**src/rtl/signmag_decoder_if.sv**
```systemverilog
// Handshake bundle between the signadder result stage and signmag_decoder.
// The master side drives the input word and downstream ready; the slave side is the decoder.
interface signmag_decoder_if #(
    parameter int bitNUmber = 8
);
    logic [bitNUmber-1:0] sm_in;
    logic                 carry_in;
    logic                 in_valid;
    logic                 in_ready;
    logic [bitNUmber:0]   tc_out;
    logic                 ovf;
    logic                 negz;
    logic                 out_valid;
    logic                 out_ready;
    logic                 cnt_clr;
    logic [7:0]           ovf_cnt;

    modport master (
        output sm_in, carry_in, in_valid, out_ready, cnt_clr,
        input  in_ready, tc_out, ovf, negz, out_valid, ovf_cnt
    );

    modport slave (
        input  sm_in, carry_in, in_valid, out_ready, cnt_clr,
        output in_ready, tc_out, ovf, negz, out_valid, ovf_cnt
    );
endinterface

```
**src/rtl/signmag_decoder.sv**
```systemverilog
// Two-stage sign-magnitude to two's-complement decoder with valid/ready flow control.
// Define SIGNMAG_DECODER_SAT_EN to clamp results to the bitNUmber-bit two's-complement range.
module signmag_decoder #(
    parameter int bitNUmber = 8
) (
    input logic               clk1,
    input logic               rst,
    signmag_decoder_if.slave  bus
);
    logic [bitNUmber-1:0] r_s1_sm;
    logic                 r_s1_carry;
    logic                 r_s1_valid;

    logic [bitNUmber:0]   r_tc;
    logic                 r_ovf;
    logic                 r_negz;
    logic                 r_out_valid;
    logic [7:0]           r_ovf_cnt;

    logic                 w_out_fire;
    logic                 w_s1_adv;
    logic                 w_in_ready;
    logic                 w_in_fire;

    logic                 w_sign;
    logic [bitNUmber-1:0] w_mag;
    logic [bitNUmber:0]   w_exact;
    logic [bitNUmber:0]   w_tc;
    logic                 w_ovf;
    logic                 w_negz;

    assign w_out_fire = r_out_valid & bus.out_ready;
    assign w_s1_adv   = r_s1_valid & (~r_out_valid | bus.out_ready);
    // in_ready is deliberately combinational from out_ready so a released stall refills at once.
    assign w_in_ready = ~r_s1_valid | w_s1_adv;
    assign w_in_fire  = bus.in_valid & w_in_ready;

    assign w_sign  = r_s1_sm[bitNUmber-1];
    assign w_mag   = {r_s1_carry, r_s1_sm[bitNUmber-2:0]};
    assign w_exact = w_sign ? -{1'b0, w_mag} : {1'b0, w_mag};
    assign w_negz  = w_sign & (w_mag == '0);

`ifdef SIGNMAG_DECODER_SAT_EN
    localparam logic [bitNUmber:0]   C_POS_MAX = {2'b00, {(bitNUmber-1){1'b1}}};
    localparam logic [bitNUmber:0]   C_NEG_MIN = {2'b11, {(bitNUmber-1){1'b0}}};
    localparam logic [bitNUmber-1:0] C_NEG_LIM = {1'b1, {(bitNUmber-1){1'b0}}};

    logic w_pos_clip;
    logic w_neg_clip;

    // -2^(bitNUmber-1) itself is representable, so only magnitudes above it clip.
    assign w_pos_clip = ~w_sign & w_mag[bitNUmber-1];
    assign w_neg_clip = w_sign & (w_mag > C_NEG_LIM);

    always_comb begin
        w_tc  = w_exact;
        w_ovf = 1'b0;
        if (w_pos_clip) begin
            w_tc  = C_POS_MAX;
            w_ovf = 1'b1;
        end else if (w_neg_clip) begin
            w_tc  = C_NEG_MIN;
            w_ovf = 1'b1;
        end
    end
`else
    assign w_tc  = w_exact;
    assign w_ovf = r_s1_carry;
`endif

    always_ff @(posedge clk1 or posedge rst) begin
        if (rst) begin
            r_s1_valid <= 1'b0;
            r_s1_sm    <= '0;
            r_s1_carry <= 1'b0;
        end else if (w_in_fire) begin
            r_s1_valid <= 1'b1;
            r_s1_sm    <= bus.sm_in;
            r_s1_carry <= bus.carry_in;
        end else if (w_s1_adv) begin
            r_s1_valid <= 1'b0;
        end
    end

    always_ff @(posedge clk1 or posedge rst) begin
        if (rst) begin
            r_out_valid <= 1'b0;
            r_tc        <= '0;
            r_ovf       <= 1'b0;
            r_negz      <= 1'b0;
        end else if (w_s1_adv) begin
            r_out_valid <= 1'b1;
            r_tc        <= w_tc;
            r_ovf       <= w_ovf;
            r_negz      <= w_negz;
        end else if (w_out_fire) begin
            r_out_valid <= 1'b0;
        end
    end

    always_ff @(posedge clk1 or posedge rst) begin
        if (rst) begin
            r_ovf_cnt <= '0;
        end else if (bus.cnt_clr) begin
            r_ovf_cnt <= '0;
        end else if (w_out_fire && r_ovf && (r_ovf_cnt != 8'hFF)) begin
            r_ovf_cnt <= r_ovf_cnt + 8'd1;
        end
    end

    assign bus.in_ready  = w_in_ready;
    assign bus.tc_out    = r_tc;
    assign bus.ovf       = r_ovf;
    assign bus.negz      = r_negz;
    assign bus.out_valid = r_out_valid;
    assign bus.ovf_cnt   = r_ovf_cnt;
endmodule

```
**src/flat_wrapper.sv**
```systemverilog
// flat-port wrapper written by rule: the top's interface ports become plain ports
module signmag_decoder_flat 
#(
    parameter int bitNUmber = 8
)
  (clk1, rst, bus_sm_in, bus_carry_in, bus_in_valid, bus_out_ready, bus_cnt_clr, bus_in_ready, bus_tc_out, bus_ovf, bus_negz, bus_out_valid, bus_ovf_cnt);
  signmag_decoder_if #(.bitNUmber(bitNUmber)) bus_i ();
  input logic clk1;
  input logic rst;
  input wire logic [$bits(bus_i.sm_in)-1:0] bus_sm_in;
  input wire logic [$bits(bus_i.carry_in)-1:0] bus_carry_in;
  input wire logic [$bits(bus_i.in_valid)-1:0] bus_in_valid;
  input wire logic [$bits(bus_i.out_ready)-1:0] bus_out_ready;
  input wire logic [$bits(bus_i.cnt_clr)-1:0] bus_cnt_clr;
  output wire logic [$bits(bus_i.in_ready)-1:0] bus_in_ready;
  output wire logic [$bits(bus_i.tc_out)-1:0] bus_tc_out;
  output wire logic [$bits(bus_i.ovf)-1:0] bus_ovf;
  output wire logic [$bits(bus_i.negz)-1:0] bus_negz;
  output wire logic [$bits(bus_i.out_valid)-1:0] bus_out_valid;
  output wire logic [$bits(bus_i.ovf_cnt)-1:0] bus_ovf_cnt;
  assign bus_i.sm_in = bus_sm_in;
  assign bus_i.carry_in = bus_carry_in;
  assign bus_i.in_valid = bus_in_valid;
  assign bus_i.out_ready = bus_out_ready;
  assign bus_i.cnt_clr = bus_cnt_clr;
  assign bus_in_ready = bus_i.in_ready;
  assign bus_tc_out = bus_i.tc_out;
  assign bus_ovf = bus_i.ovf;
  assign bus_negz = bus_i.negz;
  assign bus_out_valid = bus_i.out_valid;
  assign bus_ovf_cnt = bus_i.ovf_cnt;
  signmag_decoder #(.bitNUmber(bitNUmber)) u_core (.clk1(clk1), .rst(rst), .bus(bus_i));
endmodule
```
**config.mk**
```make
export PLATFORM = sky130hd
export DESIGN_NAME = signmag_decoder_flat
export DESIGN_NICKNAME = d
export VERILOG_FILES = /design/src/rtl/signmag_decoder_if.sv /design/src/rtl/signmag_decoder.sv /design/src/flat_wrapper.sv
export SDC_FILE = /design/constraint.sdc
export NUM_CORES = 1
export LEC_CHECK = 0
export ABC_AREA = 1
export CAP_MARGIN = 20
export CORE_ASPECT_RATIO = 1.25
export CORE_MARGIN = 8
export CORE_UTILIZATION = 45
export CTS_CLUSTER_DIAMETER = 80
export DETAILED_ROUTE_END_ITERATION = 10
export PLACE_DENSITY = 0.71
export SLEW_MARGIN = 15
export SYNTH_ARGS = -nofsm -noshare
export SYNTH_HDL_FRONTEND = slang
export SYNTH_SLANG_ARGS = --single-unit
```
**constraint.sdc**
```tcl
create_clock -name clk1 -period 1.8 [get_ports clk1]
set_input_delay 0.36 -clock clk1 [delete_from_list [all_inputs] [get_ports clk1]]
set_output_delay 0.36 -clock clk1 [all_outputs]
set_load 0.02 [all_outputs]
```
==> results.md <==
- Synthesis inferred 30 register bits.
- Sorting the synthesized cells by area gives the leading types as sky130_fd_sc_hd__dfrtp_1 (48%), sky130_fd_sc_hd__nand2_1 (13%), sky130_fd_sc_hd__nand3_1 (6.8%).
- Dividing the synthesized area by the synthesized cell count gives 7.88 um^2.
- The end of the worst register-to-register path is u_core.bus.ovf_cnt[7].
- The depth of the worst register-to-register path is 7.
- The placed cell count is 272.
- The detailed-placement wirelength estimate is 2.57 mm.
- The count of hold-fix buffers inserted at cts is 0.
- The number of different library cells used by synthesis comes to 25.
- The worst setup path is launched from a flip-flop.
- At the end of routability-driven placement, the weighted congestion stood at 0.865.
- The largest single stage delay on the critical path is 0.64 ns.
- The number of DRC violations after detailed routing is 0.
- Walking the worst path, the cells encountered are clkdlybuf4s50_1.
- The number of routed nets with antenna violations is 0.
- Summed over all failing endpoints, the final setup total negative slack is 0 ns.
- The cell family contributing the most delay on the critical path is buffers and inverters.
- At the end of the flow, the number of nets in the layout was 256.
- The post-synth design cell area is 1550 um^2.
- The fraction of layout cells with a size suffix above 1 is 12.0%.
- For this run, the number of standard cells in the final layout without fillers is 280.
- The most frequent cell after synthesis is sky130_fd_sc_hd__nand2_1.
- On the critical path, the stage with the largest delay is an instance of sky130_fd_sc_hd__clkdlybuf4s50_1.
- The run finished with clean final reports.
- The design draws 2.14 mW.
- The worst slack on hold paths is 0.446 ns.
- The initial standard-cell utilization of the core is 45.8%.
- The global router's overall resource usage is 13.2%.
- The max-capacitance violation count is 0.
- The register area share after synthesis is 48.3%.
- In this run the number of cells on the critical path is 1.
- The final max-slew violation count is 0.
- The number of buffers and inverters on the critical path is 1.
- In this run the clock root is driven by a sky130_fd_sc_hd__clkbuf_8.
- The clock sink count is 30.
- After clock tree synthesis, the clock-pin slew on the worst setup and hold paths is 0.06 ns.
- The total detailed-routing wirelength is 3.28 mm.
- After detailed routing, the number of vias per cell comes to 4.94.
- The via count of the first global-routing pass is 1329.
- From bottom edge to top edge, the die measures 81.7 um.
- The transition time of the tightest slew-check pin is 0.418 ns.
- The portion of synthesized cell area occupied by the leading cell type is 48.3%.
- 0 antenna diodes ended up in the layout.
- The peak supply drop is 0.715 mV.
- Setup violations remaining at the end of the flow were counted as 0.
- Summing all placed instances gives a cell area of 1950 um^2.
- The DRC marker count from the first detailed-route iteration is 69.
- The static leakage power is 0.987 nW.
- Dividing total power by cell area gives a power density of 1040 nW/um^2.
- During placement, the flow inserted port buffers numbering 34.
- The initial antenna violation count is 0.
- The worst max-slew margin expressed relative to the limit is 72.2%.
- The worst path in the final design needs a cycle of 1.70 ns, including I/O delays and setup.
- STA classifies the critical path endpoint as an output pin.
- For flop-to-flop paths, the worst setup slack is 0.44 ns.
- The source-to-sink clock delay at the later pin of the worst-skew pair is 0.28 ns.
- Dividing the final minimum period by the clock period gives 94.5%.
- Setup repair after global routing left no endpoint under its margin.
- In this run the horizontal extent of the chip is 68.5 um.
- The synthesized netlist net count is 213.
- The worst clock skew is 0.00442 ns.
- The tightest min-delay check is of the in -> async type.
- Counting the buffers created by CTS gives 5.
- Entering global routing, the biggest net connects 31 pins.
- CTS built an H-tree with a depth of 2.
- The CTS tree is built.
- The routed length per instance is 11.7 um.
- The layout has 316 filler cells.
- The commonest cells after synthesis are sky130_fd_sc_hd__nand2_1 (54), sky130_fd_sc_hd__dfrtp_1 (30), sky130_fd_sc_hd__nor2_1 (26).
- The first global-routing pass estimated 5.65 mm of wire.
- The setup path with the least slack is of type reg -> out.
- Along the worst path, the maximum fanout reaches 6.
- The die outline area is 5600 um^2.
- The number of failing hold endpoints at the final stage is 0.
- The synthesized design spends more area on one cell type than any other, namely sky130_fd_sc_hd__dfrtp_1.
- The finished cells cover 2060 um^2.
- The first TritonRoute pass finished after 6 iterations.
- The number of buffers between clock root and the deepest sink is 2.
- The total area inside the core boundary comes to 3390 um^2.
- The required arrival time at the worst endpoint is 1.44 ns.
- The I/O pin count is 35.
- The total congestion overflow after global routing is 0.
- After floorplanning, the core was divided into 24 placement rows.
- The peak clock frequency supported by timing is 588 MHz.
- The count of flip-flops with a built-in enable after synthesis is 0.
- Counting every instance in the synthesized netlist gives 197.
- The worst register-to-register path begins at u_core.bus.ovf_cnt[0].
- The area growth from synthesis to layout is 32.9%.
- For this run, the leading register cell type out of synthesis is sky130_fd_sc_hd__dfrtp_1.
- The data arrival time of the critical path is 1.34 ns.
- The number of warnings issued by yosys is 0.
- In the synthesized netlist the async set-or-reset flop fraction comes to 100%.
- The vias after detailed routing is 1383.
==> sequential cells by signal, summed over array words and instances (netlist names) <==
name / flops
u_core.bus.out_valid: 1
u_core.r_s1_sm: 8
u_core.bus.negz: 1
u_core.r_s1_carry: 1
u_core.bus.ovf: 1
u_core.bus.tc_out: 9
u_core.bus.ovf_cnt: 8
u_core.r_s1_valid: 1
==> worst max path at each step <==
stage | from | endpoint | slack (ns)
final | u_core.bus.ovf_cnt[4] | bus_ovf_cnt[4] | 0.1
after detailed placement | bus_out_ready | bus_in_ready | -0.13
after global placement | bus_out_ready | bus_in_ready | -0.13
after floorplan | u_core.bus.ovf_cnt[1] | u_core.bus.ovf_cnt[3] | 0.46
after CTS | u_core.bus.out_valid | bus_out_valid | 0.004
after global routing | u_core.bus.ovf_cnt[4] | bus_ovf_cnt[4] | 0.02
==> placed cells by master (no fill, tap or decap), types with 5 or more instances in the layout <==
cell and n:
sky130_fd_sc_hd__nand2_1 54, sky130_fd_sc_hd__clkdlybuf4s50_1 32, sky130_fd_sc_hd__a21oi_1 11, sky130_fd_sc_hd__clkbuf_8 8, sky130_fd_sc_hd__buf_4 5, sky130_fd_sc_hd__nor2_1 26, sky130_fd_sc_hd__nand3_1 21, sky130_fd_sc_hd__dfrtp_1 30
sky130_fd_sc_hd__o21ai_0 5, sky130_fd_sc_hd__inv_1 19
==> through the flow <==
step	setup slack [ns]	utilization [%]
detailed placement	-0.126	57.5
CTS	0.00355	60.7
finish	0.0983	60.8
global placement	-0.130	57.5
floorplan	0.463	-
global route	0.0181	60.8
==> where the power goes <==
group          switching [mW]  internal, mW
clock network           0.241         0.385
registers               0.102         0.793
logic                   0.337         0.285
==> area by class of cell <==
cell class	count	area, um^2	share of cell area [%]
Multi-Input combinational cell	140	682	33.1
Inverter	24	92.6	4.49
Tap cell	39	48.8	2.37
Timing Repair Buffer	39	379	18.4
Clock buffer	8	110	5.34
Sequential cell	30	751	36.4
==> metal layers <==
layer / part of all wire, % / track usage, %
met5: 0 / 0
met3: 6.4 / 4.50
met4: 1.7 / 4.93
met1: 41 / 14.7
met2: 51 / 22.5
==> logic make-up (layout without fill, tap and decap cells) <==
family | Yosys count | in the layout | synth area share, %
compound gates | 25 | 25 | 9.51
xor+xnor | 1 | 1 | 0.564
fa+ha+maj | 2 | 2 | 1.61
buf+inv | 27 | 71 | 7.74
flops | 30 | 30 | 48.3
simple gates | 112 | 112 | 32.2
==> timing repair <==
item | 4_1_cts | 5_1_grt
resized for setup | 1 | 1
gates cloned | 0 | 0
pin swaps | 0 | 0
endpoints found under the setup margin | 1 | 1
setup buffers | 0 | 0
endpoints found under the hold margin | 0 | 0
No activity file was read; power rests on OpenSTA's default activity.
